**src/rtl/display_scan_driver.sv**
```systemverilog
`default_nettype none
// ============================================================================
// Module      : display_scan_driver
// Description : 8-digit multiplexed seven-segment driver (active-low) showing
//               the calculator display word and FSM state tag. Build option
//               DISPLAY_BCD_EN selects decimal (double-dabble) over hex.
// Revision    : 1.0 - initial release
// ============================================================================
module display_scan_driver #(
   parameter int REFRESH_DIV = 50000
) (
   input  logic        clk,
   input  logic        rst,
   input  logic [15:0] value,
   input  logic [2:0]  tag,
   input  logic        load,
   output logic        busy,
   output logic [7:0]  an,
   output logic [6:0]  seg,
   output logic        dp
);

   typedef enum logic [1:0] {
      S_IDLE   = 2'd0,
      S_CONV   = 2'd1,
      S_COMMIT = 2'd2
   } state_t;

   localparam logic [15:0] c_RC_MAX = 16'(REFRESH_DIV - 1);

   state_t      r_state;
   state_t      w_next;
   logic [15:0] r_shadow_v;
   logic [2:0]  r_shadow_t;
   logic [15:0] r_pend_v;
   logic [2:0]  r_pend_t;
   logic        r_pend;
   logic [19:0] r_wrk;
   logic [19:0] r_disp;
   logic [2:0]  r_disp_t;
   logic [15:0] r_rc;
   logic [2:0]  r_di;
   logic [6:0]  w_seg;
   logic [4:1]  w_blank;
   logic        w_start;
   logic        w_take_pend;
   logic        w_capture;
   logic [15:0] w_src_v;
   logic [2:0]  w_src_t;
`ifdef DISPLAY_BCD_EN
   logic [3:0]  r_cnt;
   logic [19:0] w_adj;
`endif

   function automatic logic [6:0] f_glyph(input logic [3:0] i_n);
      case (i_n)
         4'h0: f_glyph = 7'h40;
         4'h1: f_glyph = 7'h79;
         4'h2: f_glyph = 7'h24;
         4'h3: f_glyph = 7'h30;
         4'h4: f_glyph = 7'h19;
         4'h5: f_glyph = 7'h12;
         4'h6: f_glyph = 7'h02;
         4'h7: f_glyph = 7'h78;
         4'h8: f_glyph = 7'h00;
         4'h9: f_glyph = 7'h10;
         4'hA: f_glyph = 7'h08;
         4'hB: f_glyph = 7'h03;
         4'hC: f_glyph = 7'h46;
         4'hD: f_glyph = 7'h21;
         4'hE: f_glyph = 7'h06;
         default: f_glyph = 7'h0E;
      endcase
   endfunction

   // ---------------- conversion FSM ----------------
   always_ff @(posedge clk or negedge rst) begin
      if (!rst) r_state <= S_IDLE;
      else      r_state <= w_next;
   end

   always_comb begin
      w_next = r_state;
      case (r_state)
         S_IDLE:   if (load) w_next = S_CONV;
         S_CONV: begin
`ifdef DISPLAY_BCD_EN
            if (r_cnt == 4'd15) w_next = S_COMMIT;
`else
            w_next = S_COMMIT;
`endif
         end
         S_COMMIT: w_next = (r_pend || load) ? S_CONV : S_IDLE;
         default:  w_next = S_IDLE;
      endcase
   end

   assign busy = (r_state != S_IDLE);

   // A commit with a pending word restarts straight into CONV; a load landing
   // in that same cycle becomes the next pending word.
   assign w_take_pend = (r_state == S_COMMIT) && r_pend;
   assign w_start     = ((r_state == S_IDLE) && load) ||
                        ((r_state == S_COMMIT) && (r_pend || load));
   assign w_capture   = load && ((r_state == S_CONV) || w_take_pend);
   assign w_src_v     = w_take_pend ? r_pend_v : value;
   assign w_src_t     = w_take_pend ? r_pend_t : tag;

`ifdef DISPLAY_BCD_EN
   for (genvar gi = 0; gi < 5; gi++) begin : g_adj
      assign w_adj[4*gi +: 4] = (r_wrk[4*gi +: 4] >= 4'd5) ?
                                (r_wrk[4*gi +: 4] + 4'd3) : r_wrk[4*gi +: 4];
   end
`endif

   always_ff @(posedge clk or negedge rst) begin
      if (!rst) begin
         r_shadow_v <= 16'h0;
         r_shadow_t <= 3'h0;
         r_pend_v   <= 16'h0;
         r_pend_t   <= 3'h0;
         r_pend     <= 1'b0;
         r_wrk      <= 20'h0;
         r_disp     <= 20'h0;
         r_disp_t   <= 3'h0;
`ifdef DISPLAY_BCD_EN
         r_cnt      <= 4'h0;
`endif
      end else begin
         if (w_start) begin
            r_shadow_v <= w_src_v;
            r_shadow_t <= w_src_t;
            r_wrk      <= 20'h0;
`ifdef DISPLAY_BCD_EN
            r_cnt      <= 4'h0;
`endif
         end else if (r_state == S_CONV) begin
`ifdef DISPLAY_BCD_EN
            r_wrk      <= {w_adj[18:0], r_shadow_v[15]};
            r_shadow_v <= {r_shadow_v[14:0], 1'b0};
            r_cnt      <= r_cnt + 4'd1;
`else
            r_wrk      <= {4'h0, r_shadow_v};
`endif
         end

         if (w_capture) begin
            r_pend_v <= value;
            r_pend_t <= tag;
            r_pend   <= 1'b1;
         end else if (w_take_pend) begin
            r_pend   <= 1'b0;
         end

         if (r_state == S_COMMIT) begin
            r_disp   <= r_wrk;
            r_disp_t <= r_shadow_t;
         end
      end
   end

   // ---------------- scan ----------------
   always_ff @(posedge clk or negedge rst) begin
      if (!rst) begin
         r_rc <= 16'h0;
         r_di <= 3'h0;
      end else if (r_rc == c_RC_MAX) begin
         r_rc <= 16'h0;
         r_di <= r_di + 3'd1;
      end else begin
         r_rc <= r_rc + 16'd1;
      end
   end

   // Blank a digit in 1..4 only when it and all higher digits are zero.
   assign w_blank[4] = (r_disp[19:16] == 4'h0);
   assign w_blank[3] = w_blank[4] && (r_disp[15:12] == 4'h0);
   assign w_blank[2] = w_blank[3] && (r_disp[11:8]  == 4'h0);
   assign w_blank[1] = w_blank[2] && (r_disp[7:4]   == 4'h0);

   always_comb begin
      w_seg = 7'h7F;
      case (r_di)
         3'd0: w_seg = f_glyph(r_disp[3:0]);
         3'd1: if (!w_blank[1]) w_seg = f_glyph(r_disp[7:4]);
         3'd2: if (!w_blank[2]) w_seg = f_glyph(r_disp[11:8]);
         3'd3: if (!w_blank[3]) w_seg = f_glyph(r_disp[15:12]);
         3'd4: if (!w_blank[4]) w_seg = f_glyph(r_disp[19:16]);
         3'd7: w_seg = f_glyph({1'b0, r_disp_t});
         default: w_seg = 7'h7F;
      endcase
   end

   always_ff @(posedge clk or negedge rst) begin
      if (!rst) begin
         an  <= 8'hFF;
         seg <= 7'h7F;
      end else begin
         an  <= ~(8'd1 << r_di);
         seg <= w_seg;
      end
   end

   assign dp = 1'b1;

endmodule
`default_nettype wire
```
**config.mk**
```make
export PLATFORM = sky130hd
export DESIGN_NAME = display_scan_driver
export DESIGN_NICKNAME = d
export VERILOG_FILES = /design/src/rtl/display_scan_driver.sv
export SDC_FILE = /design/constraint.sdc
export NUM_CORES = 1
export LEC_CHECK = 0
export CAP_MARGIN = 20
export CORE_ASPECT_RATIO = 1.25
export CORE_MARGIN = 3
export CORE_UTILIZATION = 32
export CTS_CLUSTER_SIZE = 40
export DETAILED_ROUTE_END_ITERATION = 6
export GPL_ROUTABILITY_DRIVEN = 0
export PLACE_DENSITY_LB_ADDON = 0.15
export SKIP_CTS_REPAIR_TIMING = 1
export SYNTH_ARGS = -nofsm -noshare
export SYNTH_HDL_FRONTEND = slang
export SYNTH_SLANG_ARGS = --single-unit
```
**constraint.sdc**
```tcl
create_clock -name clk -period 2.5 [get_ports clk]
set_input_delay 0.625 -clock clk [delete_from_list [all_inputs] [get_ports clk]]
set_output_delay 0.625 -clock clk [all_outputs]
set_load 0.01 [all_outputs]
```
Yosys cells after proc, flatten, opt, wreduce, memory -nomap -nowiden
Memories as Yosys holds them, arrays and structs flattened.
Index checks and enable logic that the tools add are counted.
{"block": "word_totals", "output_inout_bits": 17, "regBits": 118, "mem_bits_ro": 616, "mem_count": 6, "inputBits": 22}
{"block": "op_classes", "muxes": 15, "eq_ne": 9, "shift": 1, "reduce_logical": 19, "bitwise_logic": 1, "add_sub_neg": 2}
{"name": "(name not given)", "depth": 16, "word_bits": 7, "read_ports": 1, "rd_clocked_by_memory_dff": 0, "wr": 0, "line_no": "56", "text": "case (i_n)"}
{"name": "(name not given)", "depth": 16, "word_bits": 7, "read_ports": 1, "rd_clocked_by_memory_dff": 0, "wr": 0, "line_no": "56"}
{"name": "(name not given)", "depth": 16, "word_bits": 7, "read_ports": 1, "rd_clocked_by_memory_dff": 0, "wr": 0, "line_no": "56"}
{"name": "(name not given)", "depth": 16, "word_bits": 7, "read_ports": 1, "rd_clocked_by_memory_dff": 0, "wr": 0, "line_no": "56"}
{"name": "(name not given)", "depth": 16, "word_bits": 7, "read_ports": 1, "rd_clocked_by_memory_dff": 0, "wr": 0, "line_no": "56"}
{"name": "(name not given)", "depth": 8, "word_bits": 7, "read_ports": 1, "rd_clocked_by_memory_dff": 0, "wr": 0, "line_no": "56"}
{"op": "$pmux W7 S6", "n": 1}
{"op": "$mux W20", "n": 2}
{"op": "$mux W16", "n": 2}
{"op": "$mux W7", "n": 4}
{"op": "$add A16 B1 Y16 const B", "n": 1}
{"op": "$eq A16 B16 Y1 const B", "n": 1}
{"op": "$logic_not A4 Y1", "n": 4}
{"op": "$not A8 Y8", "n": 1}
{"op": "$shl A1 B3 Y8 const A", "n": 1}
{"op": "$logic_and A1 B1 Y1", "n": 7}
{"op": "$eq A3 B2 Y1 const B", "n": 2}
{"op": "$eq A3 B3 Y1 const B", "n": 2}
{"op": "$pmux W2 S3", "n": 1}
{"op": "$reduce_bool A2 Y1", "n": 3}
{"op": "$add A3 B1 Y3 const B", "n": 1}
{"op": "$eq A3 B1 Y1 const B", "n": 1}
{"op": "$logic_not A3 Y1", "n": 1}
{"op": "$logic_or A1 B1 Y1", "n": 3}
{"op": "$mux W1", "n": 3}
{"op": "$mux W3", "n": 1}
{"op": "$eq A2 B1 Y1 const B", "n": 1}
{"op": "$eq A2 B2 Y1 const B", "n": 1}
{"op": "$logic_not A2 Y1", "n": 1}
{"op": "$mux W2", "n": 1}
{"op": "$ne A2 B2 Y1 const B", "n": 1}

Longest topological paths before layout
Gate-level depths: netlist of the first run.
{"block": "depth", "depth_word": 6, "ltp_mapped": 7, "ltp_nobuf": 7}

Least setup slack after synthesis of the first run
Ideal clock, no wire load.
{"block": "synth_path", "path_type": "reg2reg", "from": "reg r_disp[0]", "to": "reg seg[3]", "path_stages_with_launch": 7, "period_less_slack_ps": 1749, "slack_ps": 751, "arrival_ps": 1653, "setup_ps": 96, "cell_sequence": "dfrtp_1 inv_1 ha_1 inv_1 mux4_1 a221oi_1 nand4_1"}
{"block": "synth_between", "elab_chain_len": 2}
{"item": "start: declaration", "line_no": "39", "text": "logic [19:0] r_disp;"}
{"item": "start signal: assignment", "line_no": "156", "text": "r_disp <= r_wrk;"}
{"item": "$mem_v2 Z16 W7"}
{"item": "$pmux W7 S6", "line_no": "183", "text": "case (r_di)"}
{"item": "named net w_seg[3]", "line_no": "43", "text": "logic [6:0] w_seg;"}
{"item": "end signal: assignment", "line_no": "200", "text": "seg <= w_seg;"}
{"item": "end: declaration", "line_no": "19", "text": "output logic [6:0] seg,"}
The timed path passes the listed nets, and every way through them passes these cells.
A chain may end at the register's enable or synchronous reset.

Worst setup path after layout of the first run
{"block": "layout_path", "from": "reg r_state[0]", "to": "out busy"}
{"block": "layout_between", "elab_chain_len": 1}
{"item": "start: declaration", "line_no": "31", "text": "state_t r_state;"}
{"item": "start signal: assignment", "line_no": "79", "text": "else r_state <= w_next;"}
{"item": "$reduce_bool A2 Y1", "line_no": "98", "text": "assign busy = (r_state != S_IDLE);"}
{"item": "end: declaration", "line_no": "17", "text": "output logic busy,"}
No other way between the ends.

==> results of run 1 <==
==> layer usage <==
| metal | GRT usage, % | vias up |
|---|---|---|
| met5 | 0 | - |
| met4 | 4.25 | 0 |
| met3 | 2.33 | 9 |
| met2 | 19.8 | 77 |
| met1 | 17.3 | 1942 |
| li1 | - | 2047 |
==> Yosys cell counts, types with 4 or more instances <==
cell type / n / area (sq um)
ha_1: 41 / 513
o21ai_0: 56 / 280
mux2_2: 31 / 349
nor2b_1: 10 / 62.6
a21oi_1: 25 / 125
dfrtp_1: 95 / 2380
o21ai_1: 5 / 25.0
o22ai_1: 5 / 31.3
inv_1: 28 / 105
xor2_1: 5 / 43.8
dfstp_2: 15 / 394
xnor2_1: 4 / 35.0
buf_6: 7 / 78.8
mux2i_1: 29 / 290
a21oi_2: 9 / 78.8
nand3_1: 10 / 50.1
nor2_1: 23 / 86.3
nand2_1: 85 / 319
clkbuf_1: 11 / 41.3
buf_2: 9 / 45.0
buf_4: 6 / 45.0
nand2b_1: 6 / 37.5
nor3_1: 6 / 30.0
nand4_1: 8 / 50.1
==> where the power goes <==
| part | switching [mW] | internal [mW] | total (mW) |
|---|---|---|---|
| clock network | 0.696 | 0.792 | 1.49 |
| registers | 0.531 | 2.40 | 2.93 |
| logic | 1.20 | 1.14 | 2.34 |
==> cell families (layout without fill, tap and decap cells) <==
group | Yosys count | count (layout)
compound gates | 121 | 121
xor+xnor | 9 | 9
fa+ha+maj | 41 | 41
buf+inv | 62 | 93
flops | 110 | 110
mux | 64 | 64
other cells | 1 | 1
simple gates | 171 | 171
==> critical path, cell delays in order (launching register included) <==
cell and delay [ps]:
dfrtp_1 430, or2_2 300, clkdlybuf4s50_1 500
==> per-stage QoR <==
step           hold slack [ps]  std cells
3_5_place_dp               460        821
5_1_grt                    202        838
2_1_floorplan              329        579
6_report                   188        838
4_1_cts                    193        837
3_3_place_gp               455        821
==> flip-flops by register name, summed over array words and instances (netlist names), 7 cells and up <==
| name | count |
|---|---|
| an | 8 |
| r_pend_v | 16 |
| r_disp | 16 |
| seg | 7 |
| r_shadow_v | 16 |
| r_wrk | 16 |
| r_rc | 16 |
==> path summary, 6_finish.rpt <==
path,endpoint,depth (start not counted),slack (ps)
worst max-delay path,busy,2,300
min in group clk,r_shadow_t[1],2,480
worst max register to register,seg[3],6,530
max in group asynchronous,r_shadow_v[9],2,1750
worst min register to register,r_shadow_t[1],2,480
worst min-delay path,r_di[1],1,190
==> cell type report <==
| cell class | instances | area, sq um | area share (%) |
|---|---|---|---|
| clock buffers | 9 | 225 | 3.31 |
| clock inverters | 7 | 82.6 | 1.21 |
| inverters | 29 | 109 | 1.60 |
| multi-input cells | 407 | 2850 | 41.9 |
| flip-flops and latches | 110 | 2770 | 40.8 |
| well taps | 228 | 285 | 4.20 |
| repair buffers | 48 | 479 | 7.05 |
==> metrics, run 1 <==
post-synthesis sequential area ratio=46.7%; syn nets=642; Post-synth EDFFs=0; fill cell instance count of the final layout=1838; met3 routed WL=415 um; die span in y=158 um; slew margin rel.=62.6%; # DRC=0; gr ovfl total=0; setup TNS=0 ps; simple-gate portion of the synthesized area=13.6%; Final Cycle Share=88.0%; DP Area=6480 sq um; clk slew on worst S/H paths=70 ps; CTS tree=done; Main synth FF type=dfrtp_1; worst hold-check path type=primary input to async pin; critical path launch point type=flop; Top Metal Used=met4; first-pass GRT wire length=20.5 mm; DR vias=4075; 1st-pass router iterations=4; gr usage total=12.5%; fraction of synthesized cell area in xor and xnor cells=1.33%; Max-Cap Viols=0; Die W=128 um; antenna cells=0; Core Rows=55; Worst-Skew Late Latency=350 ps; number of I/O pins=39; Area Overhead vs Synth=14.6%; Crit. Startpoint=r_state[0]; Yosys reg bits=110; leak pwr=2.85 nW; CP Max Fanout=4; Root Driver=clkbuf_16; final instance area=6800 sq um; Worst Skew=6.05 ps; largest family of logic cells by synthesized area=simple AND/OR/NAND/NOR gates; Distinct cells, synth=54; mux share of post-synthesis cell area=12.4%; Setup WS pre-CTS=397 ps; final slew viol count=0; share of cells above drive strength 1=15.9%; RSZ-0062 raised after global routing=false; FFs w/ async S/R, synth=100%; final hold viol count=0; TritonCTS Sinks=110; H-tree depth=3; power density over the cells=994 nW/um^2; Tot Pwr=6.76 mW; status=completed; die area=20200 sq um; WP data arrival=1570 ps; vias in the first global route=4046; Synth Area in Compound Gates=11.9%; wire length on met2=5.58 mm; crit path kind=flop to primary output; post-layout min period=2200 ps; Tightest Pin Transition=561 ps; CP Capture Type=primary output; maximum clock path buffer count=2; most frequent cells in the layout=dfrtp_1, nand2_1, o21ai_0; Util after Layout=37.4%; Mapped Cells=579; area of the core=18200 sq um; Port Buf Inserts=37; Final Worst Setup Slack=301 ps; Antenna Nets Post-Route=0; nets@finish=668; pin count of the biggest net entering global routing=45; CP Data Required Time=1880 ps; Avg Vias per Cell=4.86; average size of a mapped cell=10.2 sq um; Warnings, synthesis=0; TritonCTS buffer count=9; Synth Cell Area=5930 sq um; final WL=11.8 mm; Wirelength per Cell=14.1 um; Synth Area in Adders=8.65%; maximum vdd drop=0.590 mV; met1 wire length=5.68 mm; initial antenna violation count=0; RR Startpoint=r_disp[0]; Final Setup Violations=0; highest clock rate=0.455 GHz; HPWL after detailed placement=8.69 mm; most common cell after layout, fill and taps aside=dfrtp_1; Initial Utilization=32.6%; Iteration-0 DRC Markers=152
No activity file was read; power rests on OpenSTA's default activity.
==> inputs of run 2 (changes only) <==
--- a/config.mk
+++ b/config.mk
@@ -9,6 +9,7 @@
 export CORE_ASPECT_RATIO = 1.25
 export CORE_MARGIN = 3
 export CORE_UTILIZATION = 32
+export CTS_BUF_LIST = sky130_fd_sc_hd__clkbuf_8 sky130_fd_sc_hd__clkbuf_16
 export CTS_CLUSTER_SIZE = 40
 export DETAILED_ROUTE_END_ITERATION = 6
 export GPL_ROUTABILITY_DRIVEN = 0
@@ -17,3 +18,4 @@
 export SYNTH_ARGS = -nofsm -noshare
 export SYNTH_HDL_FRONTEND = slang
 export SYNTH_SLANG_ARGS = --single-unit
+export TNS_END_PERCENT = 1
==> results of run 2 <==
Same layout as run 1: the final DEF is identical, and so are final timing and power.
==> inputs of run 3 (changes only) <==
--- a/config.mk
+++ b/config.mk
@@ -12,7 +12,7 @@
 export CTS_BUF_LIST = sky130_fd_sc_hd__clkbuf_8 sky130_fd_sc_hd__clkbuf_16
 export CTS_CLUSTER_SIZE = 40
 export DETAILED_ROUTE_END_ITERATION = 6
-export GPL_ROUTABILITY_DRIVEN = 0
+export DONT_BUFFER_PORTS = 1
 export PLACE_DENSITY_LB_ADDON = 0.15
 export SKIP_CTS_REPAIR_TIMING = 1
 export SYNTH_ARGS = -nofsm -noshare
==> run 3 against run 2 <==
  * The flow now finishes with violations (negative hold slack)
  * Register-to-register slack got worse by 50 ps
  * First-iteration DRC count rose by 1.3%
  * Flip-flop and latch count did not move
  * Die area did not move
  * Critical path depth rose by 5
  * Critical endpoint is now seg[2]
  * Fmax rose by 9.1%
==> metrics, run 3 (synthesized netlist as in run 1, its figures left out) <==
Avg Vias per Cell=4.90 (was 4.86); TritonCTS buffer count=9 (unchanged); critical path launch point type=flop (unchanged); 1st-pass router iterations=4 (unchanged); pin count of the biggest net entering global routing=111 (was 45); Worst-Skew Late Latency=350 ps (about the same); first-pass GRT wire length=19.8 mm (was 20.5 mm); nets@finish=625 (was 668); share of cells above drive strength 1=15.9% (about the same); HPWL after detailed placement=8.48 mm (was 8.69 mm); crit path kind=flop to flop (was flop to primary output); CP Capture Type=flop (was primary output); most frequent cells in the layout=dfrtp_1, nand2_1, o21ai_0 (unchanged); CP Max Fanout=5 (was 4); final hold viol count=95 (was 0); failing checks=negative hold slack; area of the core=18200 sq um (unchanged); Antenna Nets Post-Route=0 (unchanged); Buf/Inv on CP=2 (was 1); post-layout min period=2020 ps (was 2200 ps); slew margin rel.=50.3% (was 62.6%); WHS=-36.3 ps (was 188 ps); status=complete, but fails checks (was completed); crit-path most repeated cell=inv_1; Max-Cap Viols=0 (unchanged); Pint=4.30 mW (was 4.33 mW); Area Overhead vs Synth=7.74% (was 14.6%); DP Area=6050 sq um (was 6480 sq um); maximum vdd drop=0.451 mV (was 0.590 mV); maximum clock path buffer count=2 (unchanged); die area=20200 sq um (unchanged); final WL=11.8 mm (about the same); die span in y=158 um (unchanged); leak pwr=2.68 nW (was 2.85 nW); gr ovfl total=0 (unchanged); Core Rows=55 (unchanged); vias in the first global route=3852 (was 4046); Final Setup Violations=0 (unchanged); antenna cells=0 (unchanged); WP data arrival=2270 ps (was 1570 ps); CP cell instances=inv_1 > ha_1 > nor2b_1 > inv_1 > nor2_1 > a2111oi_0 > nand3_1 (was or2_2 > clkdlybuf4s50_1); # DRC=0 (unchanged); RR Startpoint=r_di[0] (was r_disp[0]); sequential share of power=44.1% (was 43.4%); number of I/O pins=39 (unchanged); clk slew on worst S/H paths=70 ps (about the same); setup TNS=0 ps (unchanged); Logic pwr share=31.8% (was 34.6%); Initial Utilization=32.6% (unchanged); gr usage total=12.2% (was 12.5%); TritonCTS Sinks=110 (unchanged); part of the power in the clock network=24.1% (was 22.0%); RSZ-0062 raised after global routing=false (unchanged); CP delay by family, top=compound AO/OA/AOI/OAI gates (was buffers and inverters); Sw Ratio=35.7% (was 35.9%); Die W=128 um (unchanged); Crit. Startpoint=r_di[0] (was r_state[0]); power density over the cells=1050 nW/um^2 (was 994 nW/um^2); Iteration-0 DRC Markers=154 (was 152); Tightest Pin Transition=745 ps (was 561 ps); final instance area=6390 sq um (was 6800 sq um); critical path's largest stage delay=570 ps (was 500 ps); Root Driver=clkbuf_16 (unchanged); slowest CP cell=a2111oi_0 (was clkdlybuf4s50_1); H-tree depth=3 (unchanged); Switch Pwr=2.39 mW (was 2.43 mW); final slew viol count=0 (unchanged); routability cong.=0.812; Worst Skew=10.8 ps (was 6.05 ps); DR vias=3899 (was 4075); CP Data Required Time=2750 ps (was 1880 ps); highest clock rate=0.496 GHz (was 0.455 GHz); Wirelength per Cell=14.9 um (was 14.1 um); Port Buf Inserts=0 (was 37); CTS tree=done (unchanged); Final Cycle Share=80.7% (was 88.0%); worst hold-check path type=primary input to async pin (unchanged); initial antenna violation count=0 (unchanged); most common cell after layout, fill and taps aside=dfrtp_1 (unchanged)
run 3: changes by cell type in the layout (fill, tap and decap cells not counted), moves of 2 or more:
cell             before  now
clkinvlp_4            2    0
buf_4                 9    5
buf_12                2    0
clkdlybuf4s50_1      36    0
run 3: stage by stage:
stage | utilization [%] | hold WS [ps] | total power [mW] | setup slack, ps | std cells
5_1_grt | 35.2 | -61.0 | 7.23 | 335 | 795
3_3_place_gp | 33.3 | 336 | 5.08 | 431 | 779
3_5_place_dp | 33.3 | 336 | 5.15 | 488 | 779
6_report | 35.2 | -36.3 | 6.69 | 483 | 795
4_1_cts | 35.2 | -57.5 | 6.80 | 458 | 795
2_1_floorplan | - | 329 | 4.73 | 751 | 579
run 3: layout make-up:
type / instances / area (sq um)
Clock buffer: 9 / 225
Clock inverter: 7 / 116
Fill cell: 1883 / 11800
Inverter: 29 / 109
Multi-Input combinational cell: 407 / 2850
Sequential cell: 110 / 2770
Tap cell: 228 / 285
Timing Repair Buffer: 5 / 37.5
run 3: routing by layer:
metal	part of all wire, %	global-route usage, %	vias up
li1	-	-	1954
met1	48	16.3	1868
met2	46	19.0	60
met3	3.8	3.10	17
met4	2.2	4.55	0
met5	0	0	-
run 3: path summary, 6_finish.rpt:
path	depth (start not counted)	slack (ps)	endpoint
max reg2reg	7	480	seg[2]
min in group clk	2	410	r_pend
max in group asynchronous	0	2350	seg[0]
max	7	480	seg[2]
min	0	-40	r_rc[13]
min reg2reg	2	480	r_shadow_v[4]
run 3: worst reg2reg max path, delay by kind of cell, from the launching register on:
kind / cells / cell delay (ps)
adders and majority gates: 1 / 250
DFF: 1 / 410
AOI/OAI and AO/OA: 1 / 570
buffers and inverters: 2 / 270
and+or+nand+nor: 3 / 420
run 3: power groups by stage:
stage | clock, mW | sequential [mW] | combinational (mW)
6_report | 1.62 | 2.95 | 2.13
2_1_floorplan | 0 | 2.71 | 2.03
4_1_cts | 1.68 | 2.96 | 2.16
3_5_place_dp | 0 | 2.99 | 2.16
3_3_place_gp | 0 | 2.97 | 2.11
5_1_grt | 1.74 | 3.06 | 2.43
